**src/rtl/uart_alu_ctrl_if.sv**
```systemverilog
// Bus between the UART/ALU sequencing controller and its surroundings:
// receiver bytes in, ALU operands out, ALU result in, transmitter byte out, status out.
interface uart_alu_ctrl_if #(
    parameter int OPERAND_SIZE = 8,
    parameter int OP_CODE_SIZE = 6
);
    logic [OPERAND_SIZE-1:0] i_rx_data;
    logic                    i_rx_done;
    logic [OPERAND_SIZE-1:0] o_dato_a;
    logic [OPERAND_SIZE-1:0] o_dato_b;
    logic [OP_CODE_SIZE-1:0] o_op_code;
    logic [OPERAND_SIZE-1:0] i_resultado;
    logic [OPERAND_SIZE-1:0] o_tx_data;
    logic                    o_tx_start;
    logic                    i_tx_done;
    logic                    o_busy;
    logic                    o_err;
    logic [1:0]              o_err_code;

    modport master (
        input  i_rx_data, i_rx_done, i_resultado, i_tx_done,
        output o_dato_a, o_dato_b, o_op_code, o_tx_data, o_tx_start,
               o_busy, o_err, o_err_code
    );

    modport slave (
        output i_rx_data, i_rx_done, i_resultado, i_tx_done,
        input  o_dato_a, o_dato_b, o_op_code, o_tx_data, o_tx_start,
               o_busy, o_err, o_err_code
    );
endinterface

```
**src/rtl/uart_alu_ctrl.sv**
```systemverilog
// Assembles A, B and opcode bytes from the UART receiver, drives the ALU,
// and returns the registered result byte to the UART transmitter.
module uart_alu_ctrl #(
    parameter int          OPERAND_SIZE   = 8,
    parameter int          OP_CODE_SIZE   = 6,
    parameter int unsigned TIMEOUT_CYCLES = 1000000
) (
    input  logic              i_clk,
    input  logic              i_rst_n,
    uart_alu_ctrl_if.master   bus
);

    typedef enum logic [2:0] {
        WAIT_A,
        WAIT_B,
        WAIT_OP,
        CALC,
        SEND,
        WAIT_TX
    } state_t;

    typedef enum logic [1:0] {
        ERR_NONE    = 2'b00,
        ERR_OPCODE  = 2'b01,
        ERR_TIMEOUT = 2'b10,
        ERR_OVERRUN = 2'b11
    } err_t;

    localparam logic [OPERAND_SIZE-1:0] OP_ADD = OPERAND_SIZE'(8'h20);
    localparam logic [OPERAND_SIZE-1:0] OP_SUB = OPERAND_SIZE'(8'h22);
    localparam logic [OPERAND_SIZE-1:0] OP_AND = OPERAND_SIZE'(8'h24);
    localparam logic [OPERAND_SIZE-1:0] OP_OR  = OPERAND_SIZE'(8'h25);
    localparam logic [OPERAND_SIZE-1:0] OP_XOR = OPERAND_SIZE'(8'h26);
    localparam logic [OPERAND_SIZE-1:0] OP_NOR = OPERAND_SIZE'(8'h27);
    localparam logic [OPERAND_SIZE-1:0] OP_03  = OPERAND_SIZE'(8'h03);
    localparam logic [OPERAND_SIZE-1:0] OP_02  = OPERAND_SIZE'(8'h02);
    localparam logic [OPERAND_SIZE-1:0] OP_CLR = OPERAND_SIZE'(8'h00);

    // The counter never needs to hold TIMEOUT_CYCLES itself: the error fires
    // on the idle edge that would take it there.
    localparam int unsigned     CNT_W      = (TIMEOUT_CYCLES > 1) ? $clog2(TIMEOUT_CYCLES) : 1;
    localparam bit              TIMEOUT_EN = (TIMEOUT_CYCLES != 0);
    localparam logic [CNT_W-1:0] CNT_LAST  = (TIMEOUT_CYCLES > 0) ? CNT_W'(TIMEOUT_CYCLES - 1) : '0;

    state_t           state;
    logic [CNT_W-1:0] idle_cnt;
    logic             op_valid;
    logic             timeout_hit;
    logic             in_gap;
    logic             in_flight;

    always_comb begin
        op_valid = 1'b0;
        case (bus.i_rx_data)
            OP_ADD, OP_SUB, OP_AND, OP_OR, OP_XOR,
            OP_NOR, OP_03, OP_02, OP_CLR: op_valid = 1'b1;
            default:                      op_valid = 1'b0;
        endcase
    end

    always_comb begin
        in_gap      = (state == WAIT_B) || (state == WAIT_OP);
        in_flight   = (state == CALC) || (state == SEND) || (state == WAIT_TX);
        timeout_hit = TIMEOUT_EN && (idle_cnt == CNT_LAST);
    end

    always_ff @(posedge i_clk or negedge i_rst_n) begin
        if (!i_rst_n) begin
            state          <= WAIT_A;
            idle_cnt       <= '0;
            bus.o_dato_a   <= '0;
            bus.o_dato_b   <= '0;
            bus.o_op_code  <= '0;
            bus.o_tx_data  <= '0;
            bus.o_tx_start <= 1'b0;
            bus.o_busy     <= 1'b0;
            bus.o_err      <= 1'b0;
            bus.o_err_code <= ERR_NONE;
        end else begin
            bus.o_err      <= 1'b0;
            bus.o_tx_start <= 1'b0;

            case (state)
                WAIT_A: begin
                    if (bus.i_rx_done) begin
                        bus.o_dato_a <= bus.i_rx_data;
                        idle_cnt     <= '0;
                        state        <= WAIT_B;
                    end
                end
                WAIT_B: begin
                    if (bus.i_rx_done) begin
                        bus.o_dato_b <= bus.i_rx_data;
                        idle_cnt     <= '0;
                        state        <= WAIT_OP;
                    end
                end
                WAIT_OP: begin
                    if (bus.i_rx_done) begin
                        idle_cnt <= '0;
                        if (op_valid) begin
                            bus.o_op_code <= bus.i_rx_data[OP_CODE_SIZE-1:0];
                            bus.o_busy    <= 1'b1;
                            state         <= CALC;
                        end else begin
                            bus.o_err      <= 1'b1;
                            bus.o_err_code <= ERR_OPCODE;
                            state          <= WAIT_A;
                        end
                    end
                end
                CALC: begin
                    bus.o_tx_data <= bus.i_resultado;
                    state         <= SEND;
                end
                SEND: begin
                    bus.o_tx_start <= 1'b1;
                    state          <= WAIT_TX;
                end
                WAIT_TX: begin
                    if (bus.i_tx_done) begin
                        bus.o_busy <= 1'b0;
                        state      <= WAIT_A;
                    end
                end
                default: state <= WAIT_A;
            endcase

            // Received byte takes priority over an expiring timeout.
            if (in_gap && !bus.i_rx_done) begin
                if (timeout_hit) begin
                    bus.o_err      <= 1'b1;
                    bus.o_err_code <= ERR_TIMEOUT;
                    idle_cnt       <= '0;
                    state          <= WAIT_A;
                end else if (TIMEOUT_EN) begin
                    idle_cnt <= idle_cnt + 1'b1;
                end
            end

            if (in_flight && bus.i_rx_done) begin
                bus.o_err      <= 1'b1;
                bus.o_err_code <= ERR_OVERRUN;
            end
        end
    end

endmodule
```
**src/flat_wrapper.sv**
```systemverilog
// flat-port wrapper written by rule: the top's interface ports become plain ports
module uart_alu_ctrl_flat 
#(
    parameter int          OPERAND_SIZE   = 8,
    parameter int          OP_CODE_SIZE   = 6,
    parameter int unsigned TIMEOUT_CYCLES = 1000000
)
  (i_clk, i_rst_n, bus_i_rx_data, bus_i_rx_done, bus_i_resultado, bus_i_tx_done, bus_o_dato_a, bus_o_dato_b, bus_o_op_code, bus_o_tx_data, bus_o_tx_start, bus_o_busy, bus_o_err, bus_o_err_code);
  uart_alu_ctrl_if #(.OPERAND_SIZE(OPERAND_SIZE), .OP_CODE_SIZE(OP_CODE_SIZE)) bus_i ();
  input  logic i_clk;
  input  logic i_rst_n;
  input wire logic [$bits(bus_i.i_rx_data)-1:0] bus_i_rx_data;
  input wire logic [$bits(bus_i.i_rx_done)-1:0] bus_i_rx_done;
  input wire logic [$bits(bus_i.i_resultado)-1:0] bus_i_resultado;
  input wire logic [$bits(bus_i.i_tx_done)-1:0] bus_i_tx_done;
  output wire logic [$bits(bus_i.o_dato_a)-1:0] bus_o_dato_a;
  output wire logic [$bits(bus_i.o_dato_b)-1:0] bus_o_dato_b;
  output wire logic [$bits(bus_i.o_op_code)-1:0] bus_o_op_code;
  output wire logic [$bits(bus_i.o_tx_data)-1:0] bus_o_tx_data;
  output wire logic [$bits(bus_i.o_tx_start)-1:0] bus_o_tx_start;
  output wire logic [$bits(bus_i.o_busy)-1:0] bus_o_busy;
  output wire logic [$bits(bus_i.o_err)-1:0] bus_o_err;
  output wire logic [$bits(bus_i.o_err_code)-1:0] bus_o_err_code;
  assign bus_i.i_rx_data = bus_i_rx_data;
  assign bus_i.i_rx_done = bus_i_rx_done;
  assign bus_i.i_resultado = bus_i_resultado;
  assign bus_i.i_tx_done = bus_i_tx_done;
  assign bus_o_dato_a = bus_i.o_dato_a;
  assign bus_o_dato_b = bus_i.o_dato_b;
  assign bus_o_op_code = bus_i.o_op_code;
  assign bus_o_tx_data = bus_i.o_tx_data;
  assign bus_o_tx_start = bus_i.o_tx_start;
  assign bus_o_busy = bus_i.o_busy;
  assign bus_o_err = bus_i.o_err;
  assign bus_o_err_code = bus_i.o_err_code;
  uart_alu_ctrl #(.OPERAND_SIZE(OPERAND_SIZE), .OP_CODE_SIZE(OP_CODE_SIZE), .TIMEOUT_CYCLES(TIMEOUT_CYCLES)) u_core (.i_clk(i_clk), .i_rst_n(i_rst_n), .bus(bus_i));
endmodule
```
**config.mk**
```make
export PLATFORM = sky130hd
export DESIGN_NAME = uart_alu_ctrl_flat
export DESIGN_NICKNAME = d
export VERILOG_FILES = /design/src/rtl/uart_alu_ctrl_if.sv /design/src/rtl/uart_alu_ctrl.sv /design/src/flat_wrapper.sv
export SDC_FILE = /design/constraint.sdc
export NUM_CORES = 1
export LEC_CHECK = 0
export ABC_AREA = 1
export CORE_ASPECT_RATIO = 0.9
export CORE_UTILIZATION = 56
export CTS_CLUSTER_SIZE = 40
export DETAILED_ROUTE_END_ITERATION = 10
export PLACE_DENSITY = 0.85
export SETUP_SLACK_MARGIN = 0.02
export SYNTH_ARGS = -nofsm -noshare
export SYNTH_HDL_FRONTEND = slang
export SYNTH_SLANG_ARGS = --single-unit
export TNS_END_PERCENT = 30
```
**constraint.sdc**
```tcl
create_clock -name i_clk -period 3.01 [get_ports i_clk]
set_input_delay 0.602 -clock i_clk [delete_from_list [all_inputs] [get_ports i_clk]]
set_output_delay 0.602 -clock i_clk [all_outputs]
set_load 0.01 [all_outputs]
```
======== Word level (Yosys, flattened, before mapping) ========
Index checks and enable logic that the tools add are counted.
Widths: inputs -> output; s select.
storage, ports and cells
  register bits ........................... 58
operators by class
  mux-type cells .......................... 30
  $add $sub $neg .......................... 1
  reduce and logical (&&, ||, !) cells .... 18
  eq/ne operators ......................... 17
operator list
  cell                   number
  $mux 20                4
  $eq 8x6->1 const B     6
  $add 20x1->20 const B  1
  $eq 20x20->1 const B   1
  $mux 3                 6
  $pmux 3 s6             1
  $eq 8x2->1 const B     2
  $mux 2                 7
  $mux 1                 11
  $reduce_or 9->1        1
  $logic_not 8->1        1
  $eq 3x2->1 const B     2
  $eq 3x3->1 const B     2
  $reduce_and 2->1       3
  $reduce_bool 2->1      3
  $ne 2x2->1 const B     2
  $reduce_and 4->1       1
  $eq 3x1->1 const B     1
  $logic_not 3->1        1
  $logic_or 1x1->1       3
  $reduce_and 3->1       1
  $reduce_or 3->1        1
  $logic_and 1x1->1      2
  $ne 2x1->1 const B     1
  2 further kinds        2

======== Depth between registers and ports, before layout ========
  word-level depth ........................ 9
  gate-level depth with buffers ........... 9
  mapped depth without buffers ............ 9

======== Worst setup path before layout ========
OpenSTA, ideal clock, no wires.
  path type ............................... in2reg
  start point ............................. input port bus_i_rx_done
  end point ............................... register u_core.bus.o_err_code[0] (netlist name)
  setup slack ............................. 1.600 ns
  data arrival time ....................... 1.292 ns
  stages on the path ...................... 6
  path buffers ............................ 0
  cell sequence ........................... inv_1 nand3_4 inv_4 nand3_1 nand2_1 nand2_1
on the way
  longest elaborated chain between the ends .. 5
RTL lines
  what                    RTL line                source
  start: declaration      flat_wrapper.sv:13      input wire logic [$bits(bus_i.i_rx_done)-1:0] bus_i_rx_done;
  $mux 2                  uart_alu_ctrl.sv:99     if (bus.i_rx_done) begin
  $mux 2                  uart_alu_ctrl.sv:83     case (state)
  $mux 2                  uart_alu_ctrl.sv:131    if (timeout_hit) begin
  $mux 2                  uart_alu_ctrl.sv:130    if (in_gap && !bus.i_rx_done) begin
  $mux 2 *                uart_alu_ctrl.sv:141    if (in_flight && bus.i_rx_done) begin
  end signal: assignment  uart_alu_ctrl.sv:78     bus.o_err_code <= ERR_NONE;
  end signal: assignment  uart_alu_ctrl.sv:133    bus.o_err_code <= ERR_TIMEOUT;
  end signal: assignment  uart_alu_ctrl.sv:143    bus.o_err_code <= ERR_OVERRUN;
  end: declaration        uart_alu_ctrl_if.sv:23  o_busy, o_err, o_err_code
Every way passes the cells marked *; elsewhere a longest branch is shown, timed or not.
A chain may end at the register's enable or synchronous reset.

======== Worst setup path after layout ========
  start point ............................. register u_core.bus.o_dato_a[5]
  end point ............................... output port bus_o_dato_a[5]
RTL lines
  what                      RTL line                source
  start: declaration        uart_alu_ctrl_if.sv:22  output o_dato_a, o_dato_b, o_op_code, o_tx_data, o_tx_start,
  start signal: assignment  uart_alu_ctrl.sv:86     bus.o_dato_a <= bus.i_rx_data;
  end: declaration          flat_wrapper.sv:16      output wire logic [$bits(bus_i.o_dato_a)-1:0] bus_o_dato_a;
No word-level cell between the ends.

==> metrics.csv <==
metric,value,unit
cts_hold_buf,0,
first_global_vias,2630,
period_needed,1.86,ns
cts-root-buf,clkbuf_8,
tns,0,ns
place.gp.congestion,0.944,
dp_hpwl,5.48,mm
drc_errors,0,
p_int,1.94,mW
nets,457,
sw_frac_of_total,0.361,
slew_headroom,0.541,
synth_area_leaders,"dfrtp_1, nand2_1, nor2_1",
yosysWarnings,0,
drv_slew,0,
area_growth,27.2,%
initial_utilization,0.593,
status,"finished, final reports clean",
arrival,1.26,ns
seq_area_frac_synth,0.497,
critPathKind,reg2out,
period_share,0.618,
synth_edf_count,0,
dp_cells,490,
htree_num_levels,3,
switchingPower,1.10,mW
yosys.area.top_type,dfrtp_1,
grt_use_total,0.302,
die_y,70.5,um
grt_pass1_wl,12.6,mm
antenna_found_initial,0,
overflow,0,
path_cells,clkdlybuf4s50_1,
dieArea,5510,sq um
path_clk_slew,0.06,ns
synthCells,373,
min_path_type,in2async,
rows,24,
hold_viol,0,
routed_wl,7.38,mm
insertion_delay,0.34,ns
clock-sinks,58,
drtIter0Drc,274,
fmax,538,MHz
tightest_slew,0.688,ns
viasPerCell,5.46,
crit_family,buffers and inverters,
syn_nets,394,
fin_worst_skew,0.00410,ns
crit_path_end_kind,output port,
core_area,4920,sq um
instances_no_fill,505,
wire_per_inst,14.6,um
setup_viol,0,
synth_ff_type,dfrtp_1,
clockPowerShare,0.232,
critPathMaxStageDelay,0.55,ns
drive_gt1_frac,0.102,
cp_max_fo,2,
cp_num_buf_inv,1,
ys_ff_latch,58,
cp-start-kind,flip-flop,
syn-cell-area,2920,sq um
ir_drop,0.513,mV
synthArstFlopShare,1.00,
cts_buffers,9,
io_pins,55,
cts_tree,yes,
p_comb_frac,0.385,
synth.distinct_cells,29,
cp.required,2.41,ns
drt.antenna.violating_nets,0,
synth.most_common_cell,nand2_1,
dr_total_vias,2756,
p_per_area,819,nW/um^2
netlist.area_leader.share,0.497,
clk_path_buf_depth,2,
cts_setup_buffers,0,
leakage,1.69,nW
cpMaxStageDelayCell,clkdlybuf4s50_1,
port_buffers,54,
n_antenna_cell,0,
drv_cap,0,
grt_max_degree,31,
post_synth.cell_area_avg,7.84,sq um
first_pass_iters,5,
rsz0062_at_grt,no,
seq_power_share,0.383,
ys_top_cells_by_count,"nand2_1, dfrtp_1, nor2_1",
dieWidth,78.2,um
post_cts_resized,0,
==> path summary, 6_finish.rpt <==
path                                                     start                             endpoint  slack [ns]  depth (start not counted)
max in group asynchronous                              i_rst_n  u_core.bus.o_op_code[1]$_DFFE_PN0P_        2.11                          2
min in group i_clk         u_core.bus.o_tx_data[3]$_DFFE_PN0P_  u_core.bus.o_tx_data[3]$_DFFE_PN0P_        0.47                          2
max                         u_core.bus.o_dato_a[5]$_DFFE_PN0P_                      bus_o_dato_a[5]        1.15                          1
min reg2reg                u_core.bus.o_tx_data[3]$_DFFE_PN0P_  u_core.bus.o_tx_data[3]$_DFFE_PN0P_        0.47                          2
max reg2reg                     u_core.idle_cnt[0]$_DFFE_PN0P_      u_core.idle_cnt[10]$_DFFE_PN0P_        1.27                          8
min                                                    i_rst_n   u_core.bus.o_dato_a[7]$_DFFE_PN0P_        0.30                          1
==> area by class of cell <==
class                           count  area, sq um
Inverter                           40          153
Clock buffer                       10          138
Multi-Input combinational cell    272         1280
Clock inverter                      5         55.1
Sequential cell                    58         1450
Fill cell                         375         1210
Timing Repair Buffer               55          556
Tap cell                           65         81.3
==> metrics by stage <==
stage	cell area [sq um]	utilization	hold WS (ns)	power [mW]	worst slack (ns)
after global routing	3720	0.755	0.363	3.23	1.11
after CTS	3720	0.755	0.318	3.06	1.14
after detailed placement	3530	0.716	0.459	2.35	0.918
after global placement	3530	0.716	0.454	2.29	0.947
final	3720	0.755	0.300	3.04	1.15
after floorplan	2920	-	0.306	1.80	1.60
==> cells by family after synthesis <==
group                    count (synthesis)  share of synthesized area
AO/OA/AOI/OAI                           45                     0.0985
XOR/XNOR                                 7                     0.0210
buffers and inverters                   43                     0.0638
flip-flops                              58                      0.497
adder cells (fa/ha/maj)                  1                    0.00428
AND/OR/NAND/NOR                        219                      0.316
==> power by group through the flow <==
stage | clock network, mW | logic [mW] | registers (mW)
after floorplan | 0 | 0.552 | 1.25
after global placement | 0 | 1.13 | 1.17
after detailed placement | 0 | 1.17 | 1.18
after CTS | 0.714 | 1.18 | 1.17
after global routing | 0.741 | 1.29 | 1.19
final | 0.705 | 1.17 | 1.17
==> per-layer routing <==
layer | part of all wire | routed length [um] | GRT usage | vias up
met1 | 0.45 | 3310 | 0.428 | 1293
met4 | 0.015 | 111 | 0.101 | 0
met5 | 0 | 0 | 0 | -
met2 | 0.45 | 3330 | 0.458 | 131
li1 | - | - | - | 1316
met3 | 0.085 | 627 | 0.0774 | 16
==> flip-flops by register name (all words and copies together) (netlist names) <==
signal / flops
u_core.bus.o_err_code: 2
u_core.bus.o_dato_a: 8
u_core.bus.o_tx_start: 1
u_core.bus.o_tx_data: 8
u_core.bus.o_err: 1
u_core.bus.o_busy: 1
u_core.bus.o_op_code: 6
u_core.bus.o_dato_b: 8
u_core.idle_cnt: 20
u_core.state: 3
==> layout by cell type, fill, tap and decap left out, drive strengths merged, types with 2 or more instances in the layout <==
master and count:
nand3 32, clkinvlp 2, xor2 7, a21oi 5, o21a 3, nor3 2, clkbuf 10, buf 2
nand4 4, nor2 48, clkdlybuf4s50 53, clkinv 2, nand3b 2, inv 40, o21ai 34, dfrtp 58
nand2 129
(Power assumes the default switching activity.)
